## src/rtl/alu_pkg.sv

```systemverilog
// Shared definitions for the execute-stage arithmetic blocks:
// multiplier state encoding, default operand width and a two's-complement negate.
package alu_pkg;

    localparam int WIDTH_DEF = 32;
    localparam int PROD_W    = 2 * WIDTH_DEF;

    typedef enum logic [1:0] {
        IDLE = 2'd0,
        RUN  = 2'd1,
        SIGN = 2'd2,
        DONE = 2'd3
    } mul_state_e;

    // Two's-complement negate at full product width; narrower products are
    // zero-extended in and truncated out, which gives the same low bits.
    function automatic logic [PROD_W-1:0] tc_negate(input logic [PROD_W-1:0] v);
        return ~v + 1'b1;
    endfunction

endpackage

```

## src/rtl/mul_add_row.sv

```systemverilog
// WIDTH-bit ripple-carry adder built from full-adder slices, carry-in tied low.
// Purely combinational; it forms one partial sum per multiplier iteration.
module mul_add_row #(
    parameter int WIDTH = 32
) (
    input  logic [WIDTH-1:0] a,
    input  logic [WIDTH-1:0] b,
    output logic [WIDTH-1:0] sum,
    output logic             cout
);

    logic [WIDTH:0] carry;

    assign carry[0] = 1'b0;

    for (genvar i = 0; i < WIDTH; i++) begin : g_slice
        assign sum[i]       = a[i] ^ b[i] ^ carry[i];
        assign carry[i + 1] = (a[i] & b[i]) | (carry[i] & (a[i] ^ b[i]));
    end

    assign cout = carry[WIDTH];

endmodule

```

## src/rtl/alu_iter_multiplier.sv

```systemverilog
// Iterative shift-add multiplier sitting beside the execute-stage ALU.
// Operands are reduced to magnitudes on accept, multiplied unsigned over
// WIDTH iterations, and the sign is applied in one final fix-up cycle.
module alu_iter_multiplier
    import alu_pkg::*;
#(
    parameter int WIDTH = WIDTH_DEF,
    parameter int CNT_W = 6
) (
    input  logic                    clk_i,
    input  logic                    rst_i,
    input  logic                    start_i,
    input  logic                    signed_i,
    input  logic signed [WIDTH-1:0] src1_i,
    input  logic signed [WIDTH-1:0] src2_i,
    output logic                    busy_o,
    output logic                    done_o,
    output logic [2*WIDTH-1:0]      product_o
);

    localparam logic [CNT_W-1:0] LAST_ITER = CNT_W'(WIDTH - 1);

    mul_state_e         state;
    mul_state_e         state_nxt;
    logic               accept;

    logic               neg;
    logic [WIDTH-1:0]   mcand;
    logic [WIDTH-1:0]   mplier;
    logic [WIDTH-1:0]   acc_hi;
    logic [CNT_W-1:0]   cnt;

    logic [WIDTH-1:0]   addend;
    logic [WIDTH-1:0]   row_sum;
    logic               row_cout;
    logic [2*WIDTH-1:0] prod_raw;
    logic [PROD_W-1:0]  prod_neg;

    // Magnitude of a possibly signed operand; the most-negative value maps to
    // 2**(WIDTH-1), which still fits the unsigned WIDTH-bit register.
    function automatic logic [WIDTH-1:0] mag_of(input logic signed [WIDTH-1:0] v,
                                                input logic                    sgn);
        logic [WIDTH-1:0] u;
        u = v;
        return (sgn && v[WIDTH-1]) ? (~u + 1'b1) : u;
    endfunction

    mul_add_row #(
        .WIDTH (WIDTH)
    ) u_add_row (
        .a    (acc_hi),
        .b    (addend),
        .sum  (row_sum),
        .cout (row_cout)
    );

    assign addend   = mplier[0] ? mcand : '0;
    assign prod_raw = {acc_hi, mplier};
    assign prod_neg = tc_negate(PROD_W'(prod_raw));

    // State register; reset abandons any operation in flight.
    always_ff @(posedge clk_i or negedge rst_i) begin
        if (!rst_i) begin
            state <= IDLE;
        end else begin
            state <= state_nxt;
        end
    end

    // Next-state decode, accept strobe and handshake outputs.
    always_comb begin
        state_nxt = state;
        accept    = 1'b0;
        busy_o    = 1'b0;
        done_o    = 1'b0;
        case (state)
            IDLE: begin
                if (start_i) begin
                    state_nxt = RUN;
                    accept    = 1'b1;
                end
            end
            RUN: begin
                busy_o = 1'b1;
                if (cnt == LAST_ITER) begin
                    state_nxt = SIGN;
                end
            end
            SIGN: begin
                busy_o    = 1'b1;
                state_nxt = DONE;
            end
            DONE: begin
                done_o = 1'b1;
                if (start_i) begin
                    state_nxt = RUN;
                    accept    = 1'b1;
                end else begin
                    state_nxt = IDLE;
                end
            end
            default: state_nxt = IDLE;
        endcase
    end

    // Operand latch, shift-add iteration and sign fix-up of the product.
    always_ff @(posedge clk_i or negedge rst_i) begin
        if (!rst_i) begin
            neg       <= 1'b0;
            mcand     <= '0;
            mplier    <= '0;
            acc_hi    <= '0;
            cnt       <= '0;
            product_o <= '0;
        end else if (accept) begin
            neg    <= signed_i & (src1_i[WIDTH-1] ^ src2_i[WIDTH-1]);
            mcand  <= mag_of(src1_i, signed_i);
            mplier <= mag_of(src2_i, signed_i);
            acc_hi <= '0;
            cnt    <= '0;
        end else if (state == RUN) begin
            acc_hi <= {row_cout, row_sum[WIDTH-1:1]};
            mplier <= {row_sum[0], mplier[WIDTH-1:1]};
            cnt    <= cnt + 1'b1;
        end else if (state == SIGN) begin
            product_o <= neg ? prod_neg[2*WIDTH-1:0] : prod_raw;
        end
    end

endmodule
```

## config.mk

```make
export PLATFORM = sky130hd
export DESIGN_NAME = alu_iter_multiplier
export DESIGN_NICKNAME = d
export VERILOG_FILES = /design/src/rtl/alu_pkg.sv /design/src/rtl/mul_add_row.sv /design/src/rtl/alu_iter_multiplier.sv
export SDC_FILE = /design/constraint.sdc
export NUM_CORES = 1
export LEC_CHECK = 0
export ABC_CLOCK_PERIOD_IN_PS = 12800
export CELL_PAD_IN_SITES_DETAIL_PLACEMENT = 1
export CELL_PAD_IN_SITES_GLOBAL_PLACEMENT = 1
export CORE_MARGIN = 3
export CORE_UTILIZATION = 39
export DETAILED_ROUTE_END_ITERATION = 6
export HOLD_SLACK_MARGIN = 0.03
export PLACE_DENSITY = 0.74
export SKIP_CTS_REPAIR_TIMING = 1
export SYNTH_ARGS = -nofsm -noshare
export SYNTH_HDL_FRONTEND = slang
export SYNTH_SLANG_ARGS = --single-unit
```

## constraint.sdc

```tcl
create_clock -name clk_i -period 12.8 [get_ports clk_i]
set_input_delay 1.92 -clock clk_i [delete_from_list [all_inputs] [get_ports clk_i]]
set_output_delay 1.92 -clock clk_i [all_outputs]
set_load 0.03 [all_outputs]
```

Yosys cells after proc, flatten, opt, wreduce, memory -nomap -nowiden

Index checks and enable logic that the tools add are counted.

Add/subtract/negate cells: 4
Equality and inequality tests: 6
Mux-type cells: 18
Reductions and logical operators: 8
Bitwise operators: 164

Operators with widths:

| cell                    | number |
|---|---|
| $mux W32                | 7 |
| $add A32 B1 Y32 const B | 2 |
| $add A64 B1 Y64 const B | 1 |
| $and A1 B1 Y1           | 64 |
| $mux W64                | 1 |
| $not A32 Y32            | 2 |
| $not A64 Y64            | 1 |
| $xor A1 B1 Y1           | 64 |
| $or A1 B1 Y1            | 31 |
| $mux W6                 | 2 |
| $pmux W2 S4             | 1 |
| $add A6 B1 Y6 const B   | 1 |
| $eq A6 B5 Y1 const B    | 1 |
| $mux W1                 | 5 |
| $eq A2 B2 Y1 const B    | 2 |
| $mux W2                 | 2 |
| $ne A2 B2 Y1 const B    | 2 |
| $reduce_or A2 Y1        | 2 |
| $reduce_and A3 Y1       | 1 |
| $eq A2 B1 Y1 const B    | 1 |
| $logic_and A1 B1 Y1     | 2 |
| $logic_not A2 Y1        | 1 |
| $not A1 Y1              | 2 |
| $reduce_and A2 Y1       | 1 |
| $reduce_bool A2 Y1      | 1 |

Word-level logic and storage cells: 207
Input bits: 68
Bits in registers: 169

Logic depth before layout (Yosys ltp)

Gate-level depths: netlist (run 1).

Word-level depth: 66
Gate-level depth with buffers: 38
Gate-level depth less buffers: 37

By module

Synthesis (run 1) repeated with hierarchy kept, for this count alone.

Cells, all modules: 1091
Area, all modules: 10234.8 sq um

By module, submodules not included:

| module              | times used | area each (sq um) | cells each |
|---|---|---|---|
| alu_iter_multiplier | 1          | 9564.2            | 1049 |
| mul_add_row         | 1          | 670.6             | 42 |

Worst setup path before layout (run 1)

Ideal clock, no wire load.

Path type: register to register
From: register mplier[0]
To: register acc_hi[30]
Data arrival time: 12.433 ns
Library setup time: 0.094 ns
Slack: 0.273 ns
Required time: 12.706 ns
Cell stages (with the launch flop): 39
Clock period less this slack: 12.527 ns
Cells stage by stage: dfrtp_1 clkbuf_1 and2_1 ha_1 fa_1 inv_1 fa_1 fa_1 fa_1 fa_1 fa_1 fa_1 fa_1 fa_1 fa_1 fa_1 fa_1 fa_1 [3 not listed] fa_1 fa_1 fa_1 fa_1 fa_1 fa_1 fa_1 fa_1 fa_1 fa_1 fa_1 fa_1 fa_1 inv_1 fa_1 inv_1 fa_1 a211oi_1

Longest elaborated chain between the ends: 65

RTL lines:

| item                                                  | line                       | RTL |
|---|---|---|
| start: declaration                                    | alu_iter_multiplier.sv:29  | `logic [WIDTH-1:0] mplier;` |
| start signal: assignment                              | alu_iter_multiplier.sv:118 | `mplier <= mag_of(src2_i, signed_i);` |
| start signal: assignment                              | alu_iter_multiplier.sv:123 | `mplier <= {row_sum[0], mplier[WIDTH-1:1]};` |
| $mux W32 *                                            | alu_iter_multiplier.sv:57  | `assign addend = mplier[0] ? mcand : '0;` |
| $and A1 B1 Y1 / $xor A1 B1 Y1 (equally long branches) | mul_add_row.sv:18          | `assign carry[i + 1] = (a[i] & b[i]) \| (carry[i] & (a[i] ^ b[i]));` |
| $and A1 B1 Y1                                         | mul_add_row.sv:18          |  |
| $or A1 B1 Y1                                          | mul_add_row.sv:18          |  |
| $and A1 B1 Y1                                         | mul_add_row.sv:18          |  |
| $or A1 B1 Y1                                          | mul_add_row.sv:18          |  |
| $and A1 B1 Y1                                         | mul_add_row.sv:18          |  |
| $or A1 B1 Y1                                          | mul_add_row.sv:18          |  |
| [49 not listed]                                       | n/a                        |  |
| $or A1 B1 Y1                                          | mul_add_row.sv:18          |  |
| $and A1 B1 Y1                                         | mul_add_row.sv:18          |  |
| $or A1 B1 Y1                                          | mul_add_row.sv:18          |  |
| $and A1 B1 Y1                                         | mul_add_row.sv:18          |  |
| $or A1 B1 Y1                                          | mul_add_row.sv:18          |  |
| $xor A1 B1 Y1 *                                       | mul_add_row.sv:17          | `assign sum[i] = a[i] ^ b[i] ^ carry[i];` |
| $mux W32 *                                            | alu_iter_multiplier.sv:121 | `end else if (state == RUN) begin` |
| $mux W32 *                                            | alu_iter_multiplier.sv:115 | `end else if (accept) begin` |
| end signal: assignment                                | alu_iter_multiplier.sv:122 | `acc_hi <= {row_cout, row_sum[WIDTH-1:1]};` |
| end: declaration                                      | alu_iter_multiplier.sv:30  | `logic [WIDTH-1:0] acc_hi;` |

Mark *: on every way between the ends. The rest lies on a longest branch, timed or not. The select of a mux whose other input is x is not followed.
A chain may end at the register's enable or synchronous reset.

Worst setup path after layout (run 1)

Same ends and word-level chain as after synthesis.

==> results of run 1 <==
## routing by layer
metal / GRT usage [%] / routed length, um
met1: 33.1 / 15300
met5: 0 / 0
met3: 2.31 / 1200
met4: 6.21 / 647
met2: 31.9 / 13100
## cells in the mapped netlist, types with 4 or more instances
master	instances
a211oi_1	35
a31oi_1	11
and2_1	5
xnor2_1	60
dfrtp_1	169
nand2b_1	4
nor4_1	18
a21oi_1	35
or2_2	5
nor3b_1	4
clkbuf_1	54
buf_1	12
mux2_2	8
mux2i_1	26
o21ai_0	138
nor3_1	27
or3_1	21
nand3_1	14
o31ai_1	27
nor2_1	75
o21ai_1	5
nand4_1	18
inv_1	47
nor2b_1	10
fa_1	31
ha_1	10
or4_1	9
nand2_1	170
o41ai_1	10
xor2_1	55
## per-stage QoR
step	hold slack (ns)	TNS (ns)	power, mW	utilization [%]	worst slack (ns)
2_1_floorplan	0.442	0	2.10	-	0.273
3_3_place_gp	0.462	0	2.64	45.9	0.0599
3_5_place_dp	0.468	-0.446	2.71	45.9	-0.215
4_1_cts	0.483	-0.843	3.28	48.3	-0.353
5_1_grt	0.503	-0.0164	3.54	48.4	-0.0164
6_report	0.479	0	3.28	48.4	0.315
## tightest hold or removal path, cell delays in order (launching register included)
cell	delay (ns)
dfrtp_1	0.34
nand2_1	0.05
o21ai_0	0.06
## registers in the layout, summed over array words and instances, names as in the netlist
| signal | flops |
|---|---|
| acc_hi | 32 |
| mcand | 32 |
| state | 2 |
| mplier | 32 |
| product_o | 64 |
| neg | 1 |
| cnt | 6 |
## final cells by class
class	count	area, um2	share of cell area, %
multi-input cells	867	5760	45.6
well taps	335	419	3.32
inverters	47	176	1.40
flip-flops and latches	169	4230	33.5
clock buffers	18	439	3.48
repair buffers	144	1420	11.2
clock inverters	14	183	1.45
## kinds of logic (layout without fill, tap and decap cells)
logic type,count (synthesis),count (layout),synth area share (%)
buffers and inverters,114,223,4.20
multiplexers,34,34,3.38
AO/OA/AOI/OAI,278,278,16.4
XOR/XNOR,115,115,9.72
AND/OR/NAND/NOR,399,399,18.3
flip-flops,169,169,40.8
adder cells (fa/ha/maj),41,41,7.20
## worst paths after layout
check,startpoint,to,slack (ns),cells after the start
max,mplier[0],acc_hi[30],0.32,37
min,product_o[7],product_o[7],0.48,2
max reg2reg,mplier[0],acc_hi[30],0.32,37
min reg2reg,product_o[7],product_o[7],0.48,2
max in group asynchronous,rst_i,acc_hi[10],10.11,2
min in group asynchronous,rst_i,product_o[8],1.38,1
## where the power goes
group	switching [mW]	leakage (nW)	internal (mW)
clock network	0.235	0.295	0.317
logic	1.03	2.52	0.654
registers	0.250	2.12	0.787
total	1.52	4.93	1.76
==> impl_metrics.toml, run 1 <==
[critical_path]
cpPeakStageDelay_ns = 0.49
cp_num_buf_inv = 3
crit_required_ns = 13.08
cp_common_cell = "fa_1"
crit_family = "adder cells"
end_kind = "flip-flop"
crit_arrival_ns = 12.76
start_kind = "flip-flop"
worst-setup-path-type = "flip-flop to flip-flop"
cp_slowest_cell = "fa_1"
critPathMaxFanout = 4

[clock_network]
clkTransAtPathRegs_ns = 0.07
clk_path_buf_depth = 2
clk_latency_ns = 0.44
cts_root_buffer = "clkbuf_16"
cts-buffers-inserted = 17
cts_sinks = 169
cts_tree = "built"
htreeDepth = 4

[finish]
nFillCells = 3000
layout_common_cells = "nand2_1, dfrtp_1, o21ai_0"
drive_gt1_share_pct = 6.91
layout_commonest_cell = "nand2_1"
finalNetCount = 1355
syn2layout_area_growth_pct = 21.8
antennaDiodeCount = 0
fin_cells = 1594
postLayoutCellArea_um2 = 12600

[synth]
synth_edf_count = 0
ys_types = 57
seq_area_frac_synth_pct = 40.8
async_flop_share_pct = 100
yosysWarningCount = 0
synth_top_flop_cell = "dfrtp_1"
netlist_area_um2 = 10400
post_synth.cell_area_avg_um2 = 9.01
syn_nets = 1259
synth_area_leaders = "dfrtp_1, o21ai_0, nand2_1"
yosys_register_bits = 169
synth_top_area_share_pct = 40.8
synth_area_leader_cell = "dfrtp_1"
netlist_instances = 1150

[sta]
fin_crit_sh_pct = 97.5
skew_ns = 0.0101
hold_viol_final = 0
finalSetupViolCount = 0
slew_headroom_pct = 25.0
worst_slew_pin_slew_ns = 1.12
max_freq_mhz = 80.1
drv_slew = 0
period_needed_ns = 12.48

[worst_hold_path]
hp-class = "flip-flop to flip-flop"

[global_route]
track_usage_pct = 21.5
grt_pass1_wl_mm = 49.2
antenna_found_initial = 0
grt_start_max_net_pins = 129
grt-ovfl-total = 0
grt_pass1_vias = 8824

[drt]
wl_per_cell_um = 19.0
firstDrtPassIters = 5
drt-total-wl_mm = 30.3
remaining_drc_errors = 0
vias_per_cell = 5.48
vias = 8730
postRouteAntennaNets = 0
drtIter0Drc = 566

[flow_run]
drv_cap = 0

[die]
fp.coreArea_um2 = 26100
initial_utilization_pct = 39.8
die_h_um = 169
dieWidth_um = 169
rows = 59
pin_count = 134
die-area_um2 = 28600

[place]
place_area_um2 = 12000
port_buffers = 133
place_congestion = 0.860
hpwl_mm = 22.3
dpl.cell_count = 1562

[pwr]
ir_drop_uv = 139
power.leakage_nw = 4.93
p_per_area_nw_per_um2 = 260

[outcome]
status = "finished clean"
No activity file was read; power rests on OpenSTA's default activity.
==> run 2: changes to the inputs <==
--- a/config.mk
+++ b/config.mk
@@ -13,6 +13,8 @@
 export DETAILED_ROUTE_END_ITERATION = 6
 export HOLD_SLACK_MARGIN = 0.03
 export PLACE_DENSITY = 0.74
+export RECOVER_POWER = 100
+export REMOVE_ABC_BUFFERS = 1
 export SKIP_CTS_REPAIR_TIMING = 1
 export SYNTH_ARGS = -nofsm -noshare
 export SYNTH_HDL_FRONTEND = slang
==> impl_metrics.toml, run 2 (synthesized netlist as in run 1, its figures left out) <==
[die]
rows = 59
dieWidth_um = 169
initial_utilization_pct = 39.8
pin_count = 134
fp.coreArea_um2 = 26100
die_h_um = 169
die-area_um2 = 28600

[pwr]
p_total_mw = 3.18
ir_drop_uv = 114
p_per_area_nw_per_um2 = 253
power.leakage_nw = 5.02

[place]
place_area_um2 = 12000
place_congestion = 0.835
port_buffers = 133
hpwl_mm = 22.0
pre_cts_slack_ns = -0.150
dpl.cell_count = 1565

[drt]
vias = 8719
drt-total-wl_mm = 30.3
firstDrtPassIters = 4
wl_per_cell_um = 18.9
remaining_drc_errors = 0
drtIter0Drc = 423
postRouteAntennaNets = 0
vias_per_cell = 5.46

[global_route]
grt_pass1_vias = 9167
grt_start_max_net_pins = 91
track_usage_pct = 21.4
antenna_found_initial = 0
grt_pass1_wl_mm = 48.8
grt-ovfl-total = 0

[clock_network]
cts_root_buffer = "clkbuf_16"
cts_sinks = 169
clk_path_buf_depth = 2
cts-buffers-inserted = 17
htreeDepth = 4
clk_latency_ns = 0.44
clkTransAtPathRegs_ns = 0.07
cts_tree = "built"

[sta]
slew_headroom_pct = -153
skew_ns = 0.0140
fin_crit_sh_pct = 97.3
max_freq_mhz = 80.3
hold_viol_final = 0
period_needed_ns = 12.45
worst_slew_pin_slew_ns = 3.79
finalSetupViolCount = 0
fin_tns_setup_ns = 0
hold_ws_ns = 0.468
drv_slew = 445
finalWorstSetupSlack_ns = 0.346

[finish]
largest_register = "product_o"
largest_reg_flops = 64
fin_cells = 1598
postLayoutCellArea_um2 = 12600
nFillCells = 3034
drive_gt1_share_pct = 6.18
fin_util_pct = 48.3
syn2layout_area_growth_pct = 21.4
layout_commonest_cell = "nand2_1"
finalNetCount = 1358
layout_common_cells = "nand2_1, dfrtp_1, o21ai_0"

[outcome]
status = "finished with violations"
violations = "max-capacitance violations, max-slew violations"

[critical_path]
crit_arrival_ns = 12.79
critPathMaxFanout = 4
worst-setup-path-type = "flip-flop to flip-flop"
crit_family = "adder cells"
crit_required_ns = 13.14
cp_common_cell = "fa_1"
cpPeakStageDelay_ns = 0.42
cp_num_buf_inv = 3
start_kind = "flip-flop"
end_kind = "flip-flop"
cp_slowest_cell = "fa_1"

[worst_hold_path]
hp-class = "flip-flop to flip-flop"

[flow_run]
drv_cap = 7
## run 2: cell count changes in the layout (fill, tap and decap cells not counted), sizes merged, moves of 2 or more
cell	previous run	this run
inv	54	52
clkinv	1	4
dlygate4sd3	0	67
buf	12	8
clkdlybuf4s50	132	65
clkbuf	18	27
clkinvlp	3	1
## run 2: power breakdown
group	switching (mW)	total (mW)	leakage (nW)	internal (mW)
Clock	0.234	0.536	0.292	0.301
Combinational	0.996	1.62	2.61	0.623
Sequential	0.238	1.03	2.12	0.789
Total	1.47	3.18	5.02	1.71
## run 2: final timing paths
kind                          startpoint             to  slack [ns]  depth (start not counted)
min                        product_o[27]  product_o[27]        0.47                          2
min in group asynchronous          rst_i  product_o[45]        2.17                          1
max reg2reg                    mplier[0]     acc_hi[30]        0.35                         37
min reg2reg                product_o[27]  product_o[27]        0.47                          2
max                            mplier[0]     acc_hi[30]        0.35                         37
max in group asynchronous          rst_i     mplier[20]        3.56                          3
## run 2: layout make-up
| class | instances | area (um2) | share of cell area [%] |
|---|---|---|---|
| Timing Repair Buffer | 147 | 1410 | 11.2 |
| Clock buffer | 20 | 457 | 3.63 |
| Sequential cell | 169 | 4230 | 33.6 |
| Tap cell | 335 | 419 | 3.33 |
| Multi-Input combinational cell | 867 | 5750 | 45.7 |
| Antenna cell | 1 | 2.50 | 0.0199 |
| Inverter | 47 | 176 | 1.40 |
| Clock inverter | 12 | 139 | 1.10 |
## run 2: per-layer routing
layer | share of wire [%] | up-vias | global-route usage [%]
met4 | 1.5 | 0 | 5.36
met1 | 44 | 4325 | 27.9
met2 | 51 | 169 | 37.0
li1 | - | 4197 | -
met5 | 0 | - | 0
met3 | 4.0 | 28 | 3.71
## run 2: worst register-to-register path: cells and delay by family, from the launching register on
family	cells	cell delay, ns
and+or+nand+nor	1	0.14
AOI/OAI and AO/OA	1	0.21
DFF	1	0.39
adders and majority gates	32	11.45
buffers and inverters	3	0.19
==> run 3: changes to the inputs <==
--- a/config.mk
+++ b/config.mk
@@ -7,15 +7,16 @@
 export LEC_CHECK = 0
 export ABC_CLOCK_PERIOD_IN_PS = 12800
 export CELL_PAD_IN_SITES_DETAIL_PLACEMENT = 1
-export CELL_PAD_IN_SITES_GLOBAL_PLACEMENT = 1
-export CORE_MARGIN = 3
-export CORE_UTILIZATION = 39
+export CELL_PAD_IN_SITES_GLOBAL_PLACEMENT = 2
+export CORE_MARGIN = 2
+export CORE_UTILIZATION = 31
 export DETAILED_ROUTE_END_ITERATION = 6
 export HOLD_SLACK_MARGIN = 0.03
-export PLACE_DENSITY = 0.74
+export PLACE_DENSITY = 0.72
 export RECOVER_POWER = 100
 export REMOVE_ABC_BUFFERS = 1
 export SKIP_CTS_REPAIR_TIMING = 1
 export SYNTH_ARGS = -nofsm -noshare
 export SYNTH_HDL_FRONTEND = slang
 export SYNTH_SLANG_ARGS = --single-unit
+export TNS_END_PERCENT = 5
==> impl_metrics.toml, run 3 (synthesized netlist as in run 1, its figures left out) <==
[outcome]
status = "finished with violations"
violations = "max-capacitance violations, max-slew violations"

[finish]
antennaDiodeCount = 0
drive_gt1_share_pct = 6.25
layout_commonest_cell = "nand2_1"
finalNetCount = 1360
syn2layout_area_growth_pct = 22.7
layout_common_cells = "nand2_1, dfrtp_1, o21ai_0"
largest_register = "product_o"
largest_reg_flops = 64

[critical_path]
start_kind = "flip-flop"
cp_slowest_cell = "fa_1"
end_kind = "flip-flop"
crit_required_ns = 13.15
cpPeakStageDelay_ns = 0.46
crit_arrival_ns = 12.78
crit_start = "mcand[0]"
cp_common_cell = "fa_1"
critPathMaxFanout = 2
worst-setup-path-type = "flip-flop to flip-flop"
r2r-start = "mcand[0]"

[global_route]
track_usage_pct = 18.2
grt_start_max_net_pins = 77
antenna_found_initial = 0
grt_pass1_vias = 8955
grt-ovfl-total = 0
grt_pass1_wl_mm = 50.6

[die]
initial_utilization_pct = 31.7
die_h_um = 187
fp.coreArea_um2 = 32700
die-area_um2 = 34900
rows = 66
dieWidth_um = 187
pin_count = 134

[clock_network]
clk_latency_ns = 0.44
clk_path_buf_depth = 2
cts_sinks = 169
clkTransAtPathRegs_ns = 0.07
cts_tree = "built"
cts-buffers-inserted = 17
htreeDepth = 4
cts_root_buffer = "clkbuf_16"

[drt]
remaining_drc_errors = 0
vias_per_cell = 5.02
dr_wl_met2_mm = 15.0
postRouteAntennaNets = 0
routed-wl-met3_um = 866
drt-total-wl_mm = 31.0
firstDrtPassIters = 6
wl_met1_mm = 14.6
vias = 8564
highest_layer = "met4"
drtIter0Drc = 381
wl_per_cell_um = 18.2

[place]
port_buffers = 133
place_congestion = 0.805
hpwl_mm = 22.8

[sta]
fin_tns_setup_ns = 0
finalSetupViolCount = 0
period_needed_ns = 12.44
rsz0062_at_grt = "no"
skew_ns = 0.0149
hold_viol_final = 0
slew_headroom_pct = -187
worst_slew_pin_slew_ns = 4.31
fin_crit_sh_pct = 97.2
drv_slew = 413
max_freq_mhz = 80.4

[worst_hold_path]
hold_start = "product_o[27]"
hp-class = "flip-flop to flip-flop"

[pwr]
p_per_area_nw_per_um2 = 250
p_total_mw = 3.17
ir_drop_uv = 131
power.leakage_nw = 5.02

[flow_run]
drv_cap = 7
-- run 3: layout make-up --
class	instances	area (um2)
clock buffers	18	439
well taps	442	553
inverters	47	176
repair buffers	149	1430
clock inverters	13	154
multi-input cells	867	5740
fillers	3810	20000
flip-flops and latches	169	4230
-- run 3: stage by stage --
stage / cell area (um2) / setup WS, ns / cells / hold WS (ns) / util (%)
finish: 12700 / 0.364 / 1705 / 0.471 / 38.9
global route: 12700 / 0.00558 / 1705 / 0.504 / 38.9
CTS: 12700 / -0.214 / 1705 / 0.487 / 38.9
detailed placement: 12100 / -0.141 / 1674 / 0.469 / 37.1
global placement: 12100 / 0.0110 / 1674 / 0.461 / 37.1
floorplan: 10100 / -0.234 / 1083 / 0.442 / -
-- run 3: path summary, 6_finish.rpt --
path	slack, ns	cells after the start	endpoint
max	0.36	37	acc_hi[30]
max in group asynchronous	3.26	3	neg
min in group asynchronous	2.00	1	product_o[50]
min	0.47	2	product_o[27]
min reg2reg	0.47	2	product_o[27]
max reg2reg	0.36	37	acc_hi[30]
-- run 3: where the power goes --
part           internal, mW  switching (mW)
combinational         0.618           0.993
sequential            0.788           0.233
clock                 0.297           0.244
total                  1.70            1.47
-- run 3: per-layer routing --
metal | track usage [%] | vias up
met4 | 5.37 | 0
met5 | 0 | -
met2 | 30.1 | 136
li1 | - | 4190
met1 | 24.7 | 4212
met3 | 2.53 | 26
-- run 3: critical path: cells and delay by family (launching register included) --
family / cells / cell delay [ns]
compound gates: 1 / 0.19
fa+ha+maj: 32 / 11.50
buf+inv: 3 / 0.18
flops: 1 / 0.35
simple gates: 1 / 0.14
